### src/rtl/mem_bus_arbiter.sv
// mem_bus_arbiter
//   Arbitrates a fetch port (i_*) and an LSU data port (d_*) onto one
//   pipelined memory bus (m_*) that has in-order responses.
//   - clk, reset_n        : clock, asynchronous active-low reset
//   - i_req/i_addr        : fetch request; i_gnt/i_rvalid/i_err/i_rdata back
//   - d_req/d_we/d_be/
//     d_addr/d_wdata      : LSU request; d_gnt/d_rvalid/d_err/d_rdata back
//   - m_req/m_we/m_be/
//     m_addr/m_wdata      : shared bus address phase; m_gnt accepts it
//   - m_rvalid/m_err/
//     m_rdata             : shared bus response, routed via a tag FIFO
//   - busy                : transactions outstanding or address phase pending
module mem_bus_arbiter #(
  parameter int unsigned MAX_OUTSTANDING = 2,
  parameter int unsigned STARVE_LIMIT    = 4
) (
  input  logic        clk,
  input  logic        reset_n,
  input  logic        i_req,
  input  logic [31:0] i_addr,
  output logic        i_gnt,
  output logic        i_rvalid,
  output logic        i_err,
  output logic [31:0] i_rdata,
  input  logic        d_req,
  input  logic        d_we,
  input  logic [3:0]  d_be,
  input  logic [31:0] d_addr,
  input  logic [31:0] d_wdata,
  output logic        d_gnt,
  output logic        d_rvalid,
  output logic        d_err,
  output logic [31:0] d_rdata,
  output logic        m_req,
  output logic        m_we,
  output logic [3:0]  m_be,
  output logic [31:0] m_addr,
  output logic [31:0] m_wdata,
  input  logic        m_gnt,
  input  logic        m_rvalid,
  input  logic        m_err,
  input  logic [31:0] m_rdata,
  output logic        busy
);

  localparam int unsigned PW = (MAX_OUTSTANDING > 1) ? $clog2(MAX_OUTSTANDING) : 1;
  localparam logic [PW-1:0] PTR_LAST   = PW'(MAX_OUTSTANDING - 1);
  localparam logic [2:0]    CNT_FULL   = 3'(MAX_OUTSTANDING);
  localparam logic [3:0]    STARVE_MAX = 4'(STARVE_LIMIT);

  typedef enum logic [1:0] {
    LK_IDLE,
    LK_FETCH,
    LK_DATA
  } lock_e;

  lock_e                      lock_q, lock_d;
  logic                       cap_we_q, cap_we_d;
  logic [3:0]                 cap_be_q, cap_be_d;
  logic [31:0]                cap_addr_q, cap_addr_d;
  logic [31:0]                cap_wdata_q, cap_wdata_d;
  logic [MAX_OUTSTANDING-1:0] tag_q, tag_d;
  logic [PW-1:0]              wr_ptr_q, wr_ptr_d;
  logic [PW-1:0]              rd_ptr_q, rd_ptr_d;
  logic [2:0]                 cnt_q, cnt_d;
  logic [3:0]                 starve_q, starve_d;

  logic lock_held;
  logic override;
  logic own_data;
  logic any_req;
  logic push;
  logic pop;
  logic head_data;

  function automatic logic [PW-1:0] ptr_inc(input logic [PW-1:0] p);
    return (p == PTR_LAST) ? '0 : p + 1'b1;
  endfunction

  // Owner selection, address-phase fields, grants and response routing
  always_comb begin
    // The lock only holds while its owner keeps requesting; a dropped
    // request releases it in the same cycle so the other port can go.
    lock_held = ((lock_q == LK_FETCH) && i_req) || ((lock_q == LK_DATA) && d_req);
    override  = i_req && (starve_q == STARVE_MAX);

    if (lock_held) own_data = (lock_q == LK_DATA);
    else           own_data = d_req && !override;

    any_req = i_req || d_req;
    pop     = m_rvalid && (cnt_q != '0);
    // Gated by reset_n so the bus sees no request while in reset.
    m_req   = reset_n && any_req && ((cnt_q != CNT_FULL) || pop);
    push    = m_req && m_gnt;

    m_we    = 1'b0;
    m_be    = 4'hF;
    m_addr  = i_addr;
    m_wdata = '0;
    if (lock_held) begin
      m_we    = cap_we_q;
      m_be    = cap_be_q;
      m_addr  = cap_addr_q;
      m_wdata = cap_wdata_q;
    end else if (own_data) begin
      m_we    = d_we;
      m_be    = d_be;
      m_addr  = d_addr;
      m_wdata = d_wdata;
    end

    i_gnt = push && !own_data;
    d_gnt = push && own_data;

    head_data = tag_q[rd_ptr_q];
    i_rvalid  = pop && !head_data;
    d_rvalid  = pop && head_data;
    i_err     = i_rvalid && m_err;
    d_err     = d_rvalid && m_err;
    i_rdata   = i_rvalid ? m_rdata : '0;
    d_rdata   = d_rvalid ? m_rdata : '0;

    busy = (cnt_q != '0) || m_req;
  end

  // Next-state: lock, captured fields, tag FIFO, starvation counter
  always_comb begin
    lock_d      = LK_IDLE;
    cap_we_d    = cap_we_q;
    cap_be_d    = cap_be_q;
    cap_addr_d  = cap_addr_q;
    cap_wdata_d = cap_wdata_q;
    // Re-capturing the presented fields every stalled cycle is harmless:
    // once locked they are the captured values themselves.
    if (m_req && !m_gnt) begin
      lock_d      = own_data ? LK_DATA : LK_FETCH;
      cap_we_d    = m_we;
      cap_be_d    = m_be;
      cap_addr_d  = m_addr;
      cap_wdata_d = m_wdata;
    end

    tag_d    = tag_q;
    wr_ptr_d = wr_ptr_q;
    rd_ptr_d = rd_ptr_q;
    if (push) begin
      tag_d[wr_ptr_q] = own_data;
      wr_ptr_d        = ptr_inc(wr_ptr_q);
    end
    if (pop) rd_ptr_d = ptr_inc(rd_ptr_q);
    cnt_d = cnt_q + {2'b00, push} - {2'b00, pop};

    starve_d = starve_q;
    if (!i_req)                                    starve_d = '0;
    else if (push && !own_data)                    starve_d = '0;
    else if (d_gnt && (starve_q != STARVE_MAX))    starve_d = starve_q + 4'd1;
  end

  always_ff @(posedge clk or negedge reset_n) begin
    if (!reset_n) begin
      lock_q      <= LK_IDLE;
      cap_we_q    <= 1'b0;
      cap_be_q    <= '0;
      cap_addr_q  <= '0;
      cap_wdata_q <= '0;
      tag_q       <= '0;
      wr_ptr_q    <= '0;
      rd_ptr_q    <= '0;
      cnt_q       <= '0;
      starve_q    <= '0;
    end else begin
      lock_q      <= lock_d;
      cap_we_q    <= cap_we_d;
      cap_be_q    <= cap_be_d;
      cap_addr_q  <= cap_addr_d;
      cap_wdata_q <= cap_wdata_d;
      tag_q       <= tag_d;
      wr_ptr_q    <= wr_ptr_d;
      rd_ptr_q    <= rd_ptr_d;
      cnt_q       <= cnt_d;
      starve_q    <= starve_d;
    end
  end

endmodule

### config.mk
export PLATFORM = sky130hd
export DESIGN_NAME = mem_bus_arbiter
export DESIGN_NICKNAME = d
export VERILOG_FILES = /design/src/rtl/mem_bus_arbiter.sv
export SDC_FILE = /design/constraint.sdc
export NUM_CORES = 1
export LEC_CHECK = 0
export ABC_AREA = 1
export CAP_MARGIN = 5
export CORE_AREA = 2 2 130 107
export CTS_BUF_LIST = sky130_fd_sc_hd__clkbuf_4 sky130_fd_sc_hd__clkbuf_8
export CTS_CLUSTER_DIAMETER = 120
export DETAILED_ROUTE_END_ITERATION = 7
export DIE_AREA = 0 0 132 109
export PLACE_DENSITY = 0.87
export SLEW_MARGIN = 25
export SYNTH_ARGS = -nofsm -noshare
export SYNTH_HDL_FRONTEND = slang
export SYNTH_SLANG_ARGS = --single-unit
export TNS_END_PERCENT = 5
### constraint.sdc
create_clock -name clk -period 2.6 [get_ports clk]
set_input_delay 0.52 -clock clk [delete_from_list [all_inputs] [get_ports clk]]
set_output_delay 0.52 -clock clk [all_outputs]
set_load 0.03 [all_outputs]
Word-level counts from Yosys, hierarchy flattened:

Index checks and enable logic that the tools add are counted.

* input port bits: 140
* output and inout bits: 141
* flip-flop bits (word level): 82

* order comparisons: 3
* multiplexer cells: 23
* equality and inequality tests: 6
* add/subtract/negate cells: 5
* reductions and logical operators: 26

Operators by type and width (count)
* 32-bit two-way mux: 6
* 4-bit two-way mux: 5
* 1-bit logical AND: 17
* 1-bit two-way mux: 8
* 4-bit by 1-bit adder with 4-bit output, second input constant: 1
* 4-bit by 3-bit == test with 1-bit output, second input constant: 1
* 1-bit zero test: 4
* 1-bit logical OR: 4
* 1-bit by 2-bit less-than comparator with 1-bit output, second input constant: 2
* 2-bit two-way mux: 2
* 4-bit by 3-bit inequality test with 1-bit output, second input constant: 1
* 3-bit by 1-bit adder with 3-bit output: 1
* 3-bit by 1-bit inequality test with 1-bit output, second input constant: 1
* 3-bit by 2-bit inequality test with 1-bit output, second input constant: 1
* 3-bit nonzero test: 1
* 3-bit by 1-bit subtractor with 3-bit output: 1
* 1-bit adder, second input constant: 2
* 2-bit bitwise mux: 1
* 2-bit by 1-bit == test with 1-bit output, second input constant: 1
* 2-bit == test, second input constant: 1
* 1-bit demux with 1-bit select: 1
* 1-bit >= comparator, second input constant: 1

Depth between registers and ports, before layout:

Gate-level depths: netlist of run 1.

* word-level depth: 10
* depth in mapped cells: 12

Worst setup path before layout of run 1:

OpenSTA, ideal clock, no wires.

* path type: in2out
* start: input port m_rvalid
* end: output port d_rdata[10]
* path buffers: 1
* cell stages on the path: 5
* data arrival time: 1.904 ns
* slack: 0.176 ns
* required time: 2.080 ns
* cell sequence: nand2_1 -> nor2_1 -> inv_1 -> buf_1 -> nor2_1

* word-level cells in the longest chain between the ends: 3

RTL lines
* start: declaration: line 40 `input logic m_rvalid,`
* 1-bit logical AND: line 91 `pop = m_rvalid && (cnt_q != '0);`
* 1-bit logical AND: line 117 `d_rvalid = pop && head_data;`
* named net d_rvalid: line 31 `output logic d_rvalid,`
* 32-bit two-way mux: line 121 `d_rdata = d_rvalid ? m_rdata : '0;`
* end: declaration: line 33 `output logic [31:0] d_rdata,`

The timed path passes the listed nets, and every way through them passes these cells.

Worst setup path in the final report of run 1:

* start: register starve_q[0]
* end: output port m_addr[21]

* word-level cells in the longest chain between the ends: 7

RTL lines
* start: declaration: line 66 `logic [3:0] starve_q, starve_d;`
* start signal: assignment: line 181 `starve_q <= starve_d;`
* 4-bit by 3-bit == test with 1-bit output: line 85 `override = i_req && (starve_q == STARVE_MAX);`
* 1-bit logical AND: line 85
* 1-bit zero test: line 88 `else own_data = d_req && !override;`
* 1-bit logical AND: line 88
* 1-bit two-way mux: line 87 `if (lock_held) own_data = (lock_q == LK_DATA);`
* 32-bit two-way mux: line 105 `end else if (own_data) begin`
* 32-bit two-way mux: line 100 `if (lock_held) begin`
* end: declaration: line 37 `output logic [31:0] m_addr,`

No other way between the ends.

==> run_results.csv, run 1 <==
group,metric,value,unit
floorplan,die_w,132,um
route,vias,6402,
global_routing,grt_pass1_wl,29100,um
floorplan,die-area,14400,um^2
timing,slew_headroom,51.7,%
synth,synth_cell_types,26,
finish,most-common-layout-cells,"nand2_1 (300), buf_4 (140), clkdlybuf4s50_1 (136), nor2_1 (83), dfrtp_1 (82)",
timing,final.min_clock_period,2.73,ns
global_routing,grt_max_degree,83,
worst_setup_path,slowest_stage,"dfrtp_1",
synth,synthAdderAreaFrac,1.33,%
timing,slew_viol_final,0,
global_routing,track_usage,25.0,%
finish,n_fill_cell,981,
synth,synth_warnings,0,
place,dp_cells,1274,
synth,synthesis.area,5260,um^2
global_routing,grt_pass1_vias,5856,
floorplan,top_level_ports,281,
cts,insertion_delay,0.35,ns
finish,finalNonFillerCells,1304,
timing,worst_slack,-0.130,ns
floorplan,start_util,40.0,%
worst_setup_path,path_buf_inv,4,
synth,syn_inst,796,
synth,synth_top_family_by_area,"simple AND/OR/NAND/NOR gates",
place,portBuffers,280,
route,drcViolationCount,0,
cts,cts_buffers,9,
timing,grt_setup_unrepaired,"true",
synth,synth.area.mux_share,0.190,%
job,cap_violations,0,
floorplan,die_h,109,um
finish,final_net_count,1266,
worst_setup_path,path_max_fanout,8,
cts,clk_pin_slew,0.08,ns
place,gp_congestion,0.802,
synth,synth-xor-area-share,0.832,%
route,drt-wirelength-per-cell,15.7,um
floorplan,core,13200,um^2
finish,seq_area,2050,um^2
cts,cts_tree,"yes",
place,dp_hpwl,13200,um
route,via_per_inst,4.91,
finish,drive_gt1_share,31.5,%
worst_setup_path,startpoint,"starve_q[0]",
cts,clockBufferDepth,2,
worst_setup_path,cp-end-kind,"primary output",
cts,htree_levels,3,
worst_setup_path,startpoint_type,"register",
hold_path,worstHoldPathType,"input port to async pin",
global_routing,overflow,0,
finish,area_delta_synth_final,79.7,%
finish,multi_input_area,3190,um^2
worst_setup_path,crit_type,"register to primary output",
timing,period_share,105,%
route,drt-total-wl,20500,um
synth,ys_seq_area_share,39.0,%
timing,timing.fmax,366,MHz
cts,root_buffer,"clkbuf_8",
synth,yosys.area_share.simple,46.4,%
floorplan,row_count,38,
timing,finClkSkew,0.00806,ns
worst_setup_path,r2r-start,"cnt_q[2]",
finish,finalInstanceArea,9460,um^2
timing,setup_viol,26,
run_status,violations,"setup timing",
timing,finalHoldViolCount,0,
worst_setup_path,path_delay_family,"simple AND/OR/NAND/NOR gates",
route,drtIter0Drc,518,
power_and_ir_drop,ir_drop,323,uV
run_status,status,"finished, violations left",
cts,clock-sinks,82,
global_routing,antenna_found_initial,0,
synth,synth_nets,941,
route,ant_nets,0,
place,placed_cell_area,8390,um^2
power_and_ir_drop,power_density,623,nW/um^2
synth,ys_ff_latch,82,
synth,avgSynthCellArea,6.61,um^2
power_and_ir_drop,power.leakage,5.01,nW
finish,final_common_cell,"nand2_1",
route,drt_pass1_iterations,5,
timing,tightest_slew,0.724,ns
finish,diodes,0,
worst_setup_path,critPathRequiredTime,2.08,ns
worst_setup_path,max_stage_delay,0.41,ns
synth,synth_compound_area_share,3.99,%
worst_setup_path,cp.arrival,2.21,ns
worst_setup_path,crit_chain,"inv_2 > ha_4 > nand2_2 > nor2_4 > nand3_4 > buf_12 > clkbuf_16 > nand3_1 > nand3_2 > and2_4 > buf_6",
## where the power goes
group          switching, mW  leakage, nW  total [mW]  internal [mW]
combinational           1.85         3.87        3.21           1.36
clock                  0.448       0.0921       0.901          0.454
sequential             0.181         1.05        1.78           1.60
total                   2.48         5.01        5.89           3.41
## worst paths after layout
path	end	slack, ns	cells past startpoint
worst max-delay path	m_addr[21]	-0.13	11
worst min-delay path	lock_q[0]	0.33	2
worst max register to register	cnt_q[2]	0.60	9
worst min register to register	cap_addr_q[7]	0.48	2
max in group asynchronous	cap_addr_q[9]	1.80	2
min in group clk	cap_addr_q[7]	0.48	2
## timing repair
item	in CTS	in global routing
pin swaps	7	24
resized for setup	119	147
setup buffers	1	7
setup endpoints to repair	67	71
hold buffers	0	0
endpoints found under the hold margin	0	0
cloned	1	7
## sequential cells by signal, summed over array words and instances, names as in the netlist
| register | flops |
|---|---|
| cap_we_q | 1 |
| cnt_q | 3 |
| rd_ptr_q | 1 |
| cap_be_q | 4 |
| wr_ptr_q | 1 |
| tag_q | 2 |
| cap_addr_q | 32 |
| cap_wdata_q | 32 |
| lock_q | 2 |
| starve_q | 4 |
## cells by family (layout without fill, tap and decap cells)
| family | count (synthesis) | count (layout) |
|---|---|---|
| simple gates | 563 | 564 |
| buf+inv | 100 | 427 |
| flops | 82 | 82 |
| compound gates | 40 | 40 |
| fa+ha+maj | 5 | 5 |
| xor+xnor | 5 | 5 |
| mux | 1 | 1 |
## through the flow
step	setup slack (ns)	hold WS [ns]	setup TNS [ns]	utilization, %	power [mW]
global route	-0.188	0.379	-4.25	71.8	6.23
CTS	-0.129	0.479	-4.76	67.1	5.74
detailed placement	-0.397	0.459	-18.83	63.7	4.76
global placement	-0.355	0.454	-16.37	63.7	4.70
finish	-0.130	0.326	-0.851	71.8	5.89
floorplan	0.176	0.224	0	-	3.47
## metal layers
metal	routed length (um)	up-vias	global-route usage, %
met2	10300	268	43.8
met5	0	-	0
met4	457	0	6.52
met3	1460	43	6.56
li1	-	3118	-
met1	8220	2973	30.8
## worst reg2reg max path: cells and delay by family, from the launching register on
| family | cells | cell delay, ns |
|---|---|---|
| fa+ha+maj | 3 | 0.84 |
| flops | 1 | 0.40 |
| simple gates | 3 | 0.37 |
| xor+xnor | 1 | 0.17 |
| buf+inv | 2 | 0.12 |
## cells in the mapped netlist
master / number / area [um^2]
nand2_1: 302 / 1130
nand3_1: 105 / 526
nor2_1: 84 / 315
dfrtp_1: 82 / 2050
inv_1: 49 / 184
o21ai_0: 34 / 170
and2_1: 32 / 200
or2_0: 21 / 131
clkbuf_1: 18 / 67.6
buf_2: 14 / 70.1
or2_2: 12 / 75.1
buf_1: 7 / 26.3
buf_4: 7 / 52.6
ha_1: 4 / 50.1
o21a_1: 4 / 30.0
inv_2: 3 / 11.3
xor2_1: 3 / 26.3
a21oi_1: 2 / 10.0
buf_6: 2 / 22.5
nand2_2: 2 / 12.5
nand3_2: 2 / 20.0
nor2_4: 2 / 22.5
xnor2_1: 2 / 17.5
fa_1: 1 / 20.0
mux2i_1: 1 / 10.0
nor2_2: 1 / 6.26
## cell type report
type                            instances  area share [%]
Tap cell                              180            2.38
Multi-Input combinational cell        615            33.7
Clock inverter                          3           0.450
Sequential cell                        82            21.7
Timing Repair Buffer                  361            38.1
Clock buffer                           11            1.47
Inverter                               52            2.17
Note: power is estimated with default switching activity, not from simulation.
==> run 2: changes to the inputs <==
Settings changed: ABC_AREA 1 to not set, CORE_AREA 2 2 130 107 to 2 2 129 106, DIE_AREA 0 0 132 109 to 0 0 131 108, REMOVE_ABC_BUFFERS set to 1.
==> run_results.csv, run 2 <==
group,metric,value,unit
run_status,status,"finished, violations left",
run_status,violations,"setup timing",
synth,ys_seq_area_share,40.8,%
global_routing,grt_pass1_wl,27100,um
worst_setup_path,r2r_slack,0.20,ns
floorplan,top_level_ports,281,
timing,timing.fmax,354,MHz
timing,final.min_clock_period,2.83,ns
place,place_ws,-0.486,ns
global_routing,grt_pass1_vias,5418,
route,drt-total-wl,18100,um
global_routing,grt_util_met2,42.8,%
synth,synth_top_area_share,40.8,%
global_routing,overflow,0,
job,cap_violations,0,
worst_setup_path,path_max_fanout,8,
power_and_ir_drop,power.leakage,3.88,nW
worst_setup_path,slowest_stage,"dfrtp_1",
worst_setup_path,cp.depth,9,
timing,slew_viol_final,0,
synth,synth_edf_count,0,
cts,cts_buffers,9,
synth,yosys_most_used_dff,"dfrtp_1",
synth,yosys.area.top_type,"dfrtp_1",
floorplan,die_w,131,um
floorplan,start_util,39.5,%
worst_setup_path,crit_top_cell,"buf_12",
finish,area_delta_synth_final,76.0,%
worst_setup_path,r2r-start,"cnt_q[2]",
finish,most-common-layout-cells,"buf_4 (187), clkdlybuf4s50_1 (137), a21oi_1 (108), dfrtp_1 (82), and2_1 (68)",
finish,reg_top3,"cap_addr_q (32), cap_wdata_q (32)",
cts,postCtsHoldBufs,0,
worst_setup_path,crit_type,"register to primary output",
worst_setup_path,path_buf_inv,4,
floorplan,die_h,108,um
cts,htree_levels,3,
route,drtIter0Drc,226,
worst_setup_path,cp-end-kind,"primary output",
timing,fin_setup_tns,-7.86,ns
floorplan,die-area,14100,um^2
timing,worst_slack,-0.226,ns
place,dp_hpwl,12800,um
cts,clockBufferDepth,2,
synth,syn_inst,612,
cts,clk_pin_slew,0.09,ns
synth,yosys-top-cells-area,"dfrtp_1 (41%), a21oi_1 (11%), and2_1 (8.6%)",
finish,final_common_cell,"buf_4",
synth,synth_compound_area_share,19.6,%
global_routing,grt_max_degree,56,
finish,drive_gt1_share,30.8,%
timing,grt_setup_unrepaired,"true",
synth,ys_async_sr_fraction,100,%
synth,synth_most_common_cell,"a21oi_1",
worst_setup_path,path_delay_family,"buffers and inverters",
synth,ys_ff_latch,82,
timing,period_share,109,%
power_and_ir_drop,power_density,651,nW/um^2
finish,final_net_count,1070,
synth,synth_cell_types,41,
timing,slew_headroom,51.8,%
route,drt_pass1_iterations,5,
worst_setup_path,max_stage_delay,0.40,ns
finish,finalNonFillerCells,1105,
floorplan,core,12700,um^2
worst_setup_path,critPathRequiredTime,2.08,ns
synth,synthAdderAreaFrac,1.39,%
cts,root_buffer,"clkbuf_8",
worst_setup_path,reg2regPathDepth,9,
finish,finalInstanceArea,8860,um^2
route,drcViolationCount,0,
route,via_per_inst,5.16,
synth,synth.area.mux_share,6.79,%
timing,tightest_slew,0.724,ns
synth,synth_top_family_by_area,"simple AND/OR/NAND/NOR gates",
floorplan,row_count,37,
worst_setup_path,r2r_end,"cnt_q[2]",
place,dp_cells,1078,
route,vias,5699,
synth,avgSynthCellArea,8.22,um^2
cts,clock-sinks,82,
global_routing,use_met3,5.74,%
timing,setup_viol,64,
global_routing,top_usage_layer,"met2",
timing,finClkSkew,0.0121,ns
route,drt-wirelength-per-cell,16.4,um
cts,insertion_delay,0.35,ns
timing,hold_ws,0.217,ns
synth,synth_warnings,0,
global_routing,grt_util_met1,29.6,%
synth,synth-xor-area-share,0.696,%
cts,cts_tree,"yes",
place,gp_congestion,0.837,
synth,yosys.area_share.simple,22.3,%
synth,synth_commonest_cells,"a21oi_1 (111), dfrtp_1 (82), and2_1 (69), o21ai_0 (69), nor2_1 (44)",
timing,finalHoldViolCount,0,
power_and_ir_drop,ir_drop,350,uV
worst_setup_path,startpoint_type,"register",
route,ant_nets,0,
place,portBuffers,280,
worst_setup_path,endpoint,"m_addr[0]",
global_routing,track_usage,24.2,%
finish,diodes,0,
worst_setup_path,cp.arrival,2.31,ns
worst_setup_path,startpoint,"starve_q[0]",
synth,synthesis.area,5030,um^2
place,placed_cell_area,8260,um^2
hold_path,worstHoldPathType,"input port to async pin",
worst_setup_path,crit_chain,"inv_2 > ha_4 > nand3b_4 > o311ai_4 > buf_12 > buf_12 > mux2i_4 > a21oi_1 > buf_4",
global_routing,antenna_found_initial,0,
## run 2: where the power goes
group	leakage, nW	internal (mW)	switching [mW]
Clock	0.0783	0.352	0.503
Sequential	0.987	1.61	0.192
Combinational	2.81	1.35	1.75
## run 2: layout make-up
cell class                 instances  area, um^2
fill                             940        3870
timing repair buffer             359        3380
multi-input combinational        431        2870
sequential                        82        2050
tap                              175         219
inverter                          42         158
clock buffer                       9         124
clock inverter                     7        52.6
## run 2: cell families after synthesis
logic type,after synthesis
AOI/OAI and AO/OA,189
adders and majority gates,5
and+or+nand+nor,199
muxes,34
buffers and inverters,99
DFF,82
xor gates and xnor gates,4
## run 2: layer usage
layer	share of wire, %	up-vias
li1	-	2747
met1	38	2672
met2	52	259
met3	8.4	21
met4	1.5	0
met5	0	-
## run 2: worst reg2reg max path, cell delays in order, from the launching register on
cell and delay, ns:
dfrtp_1 0.45, or4b_1 0.53, and3_1 0.20, inv_2 0.09
ha_1 0.12, inv_1 0.04, ha_1 0.19, fa_1 0.39
xor2_1 0.16, xnor2_1 0.12
## run 2: timing repair
item	CTS	global route
endpoints found under the setup margin	72	107
hold endpoints to repair	0	0
buffers inserted	8	4
cloned	1	0
resized for setup	46	38
pin swaps	15	5
## run 2: how the worst min path moves through the flow
stage / start / endpoint / slack (ns) / cells after the start
floorplan: reset_n / cap_addr_q[0] / 0.22 / 0
global placement: rd_ptr_q / rd_ptr_q / 0.48 / 1
detailed placement: rd_ptr_q / rd_ptr_q / 0.48 / 1
CTS: reset_n / cap_addr_q[29] / 0.21 / 2
global route: reset_n / cap_addr_q[17] / 0.22 / 2
finish: reset_n / cap_addr_q[21] / 0.22 / 2
## run 2: through the flow
stage / total power, mW / util, %
CTS: 5.74 / 68.3
global placement: 4.72 / 64.9
finish: 5.77 / 69.6
detailed placement: 4.81 / 64.9
floorplan: 3.45 / -
global route: 6.12 / 69.6
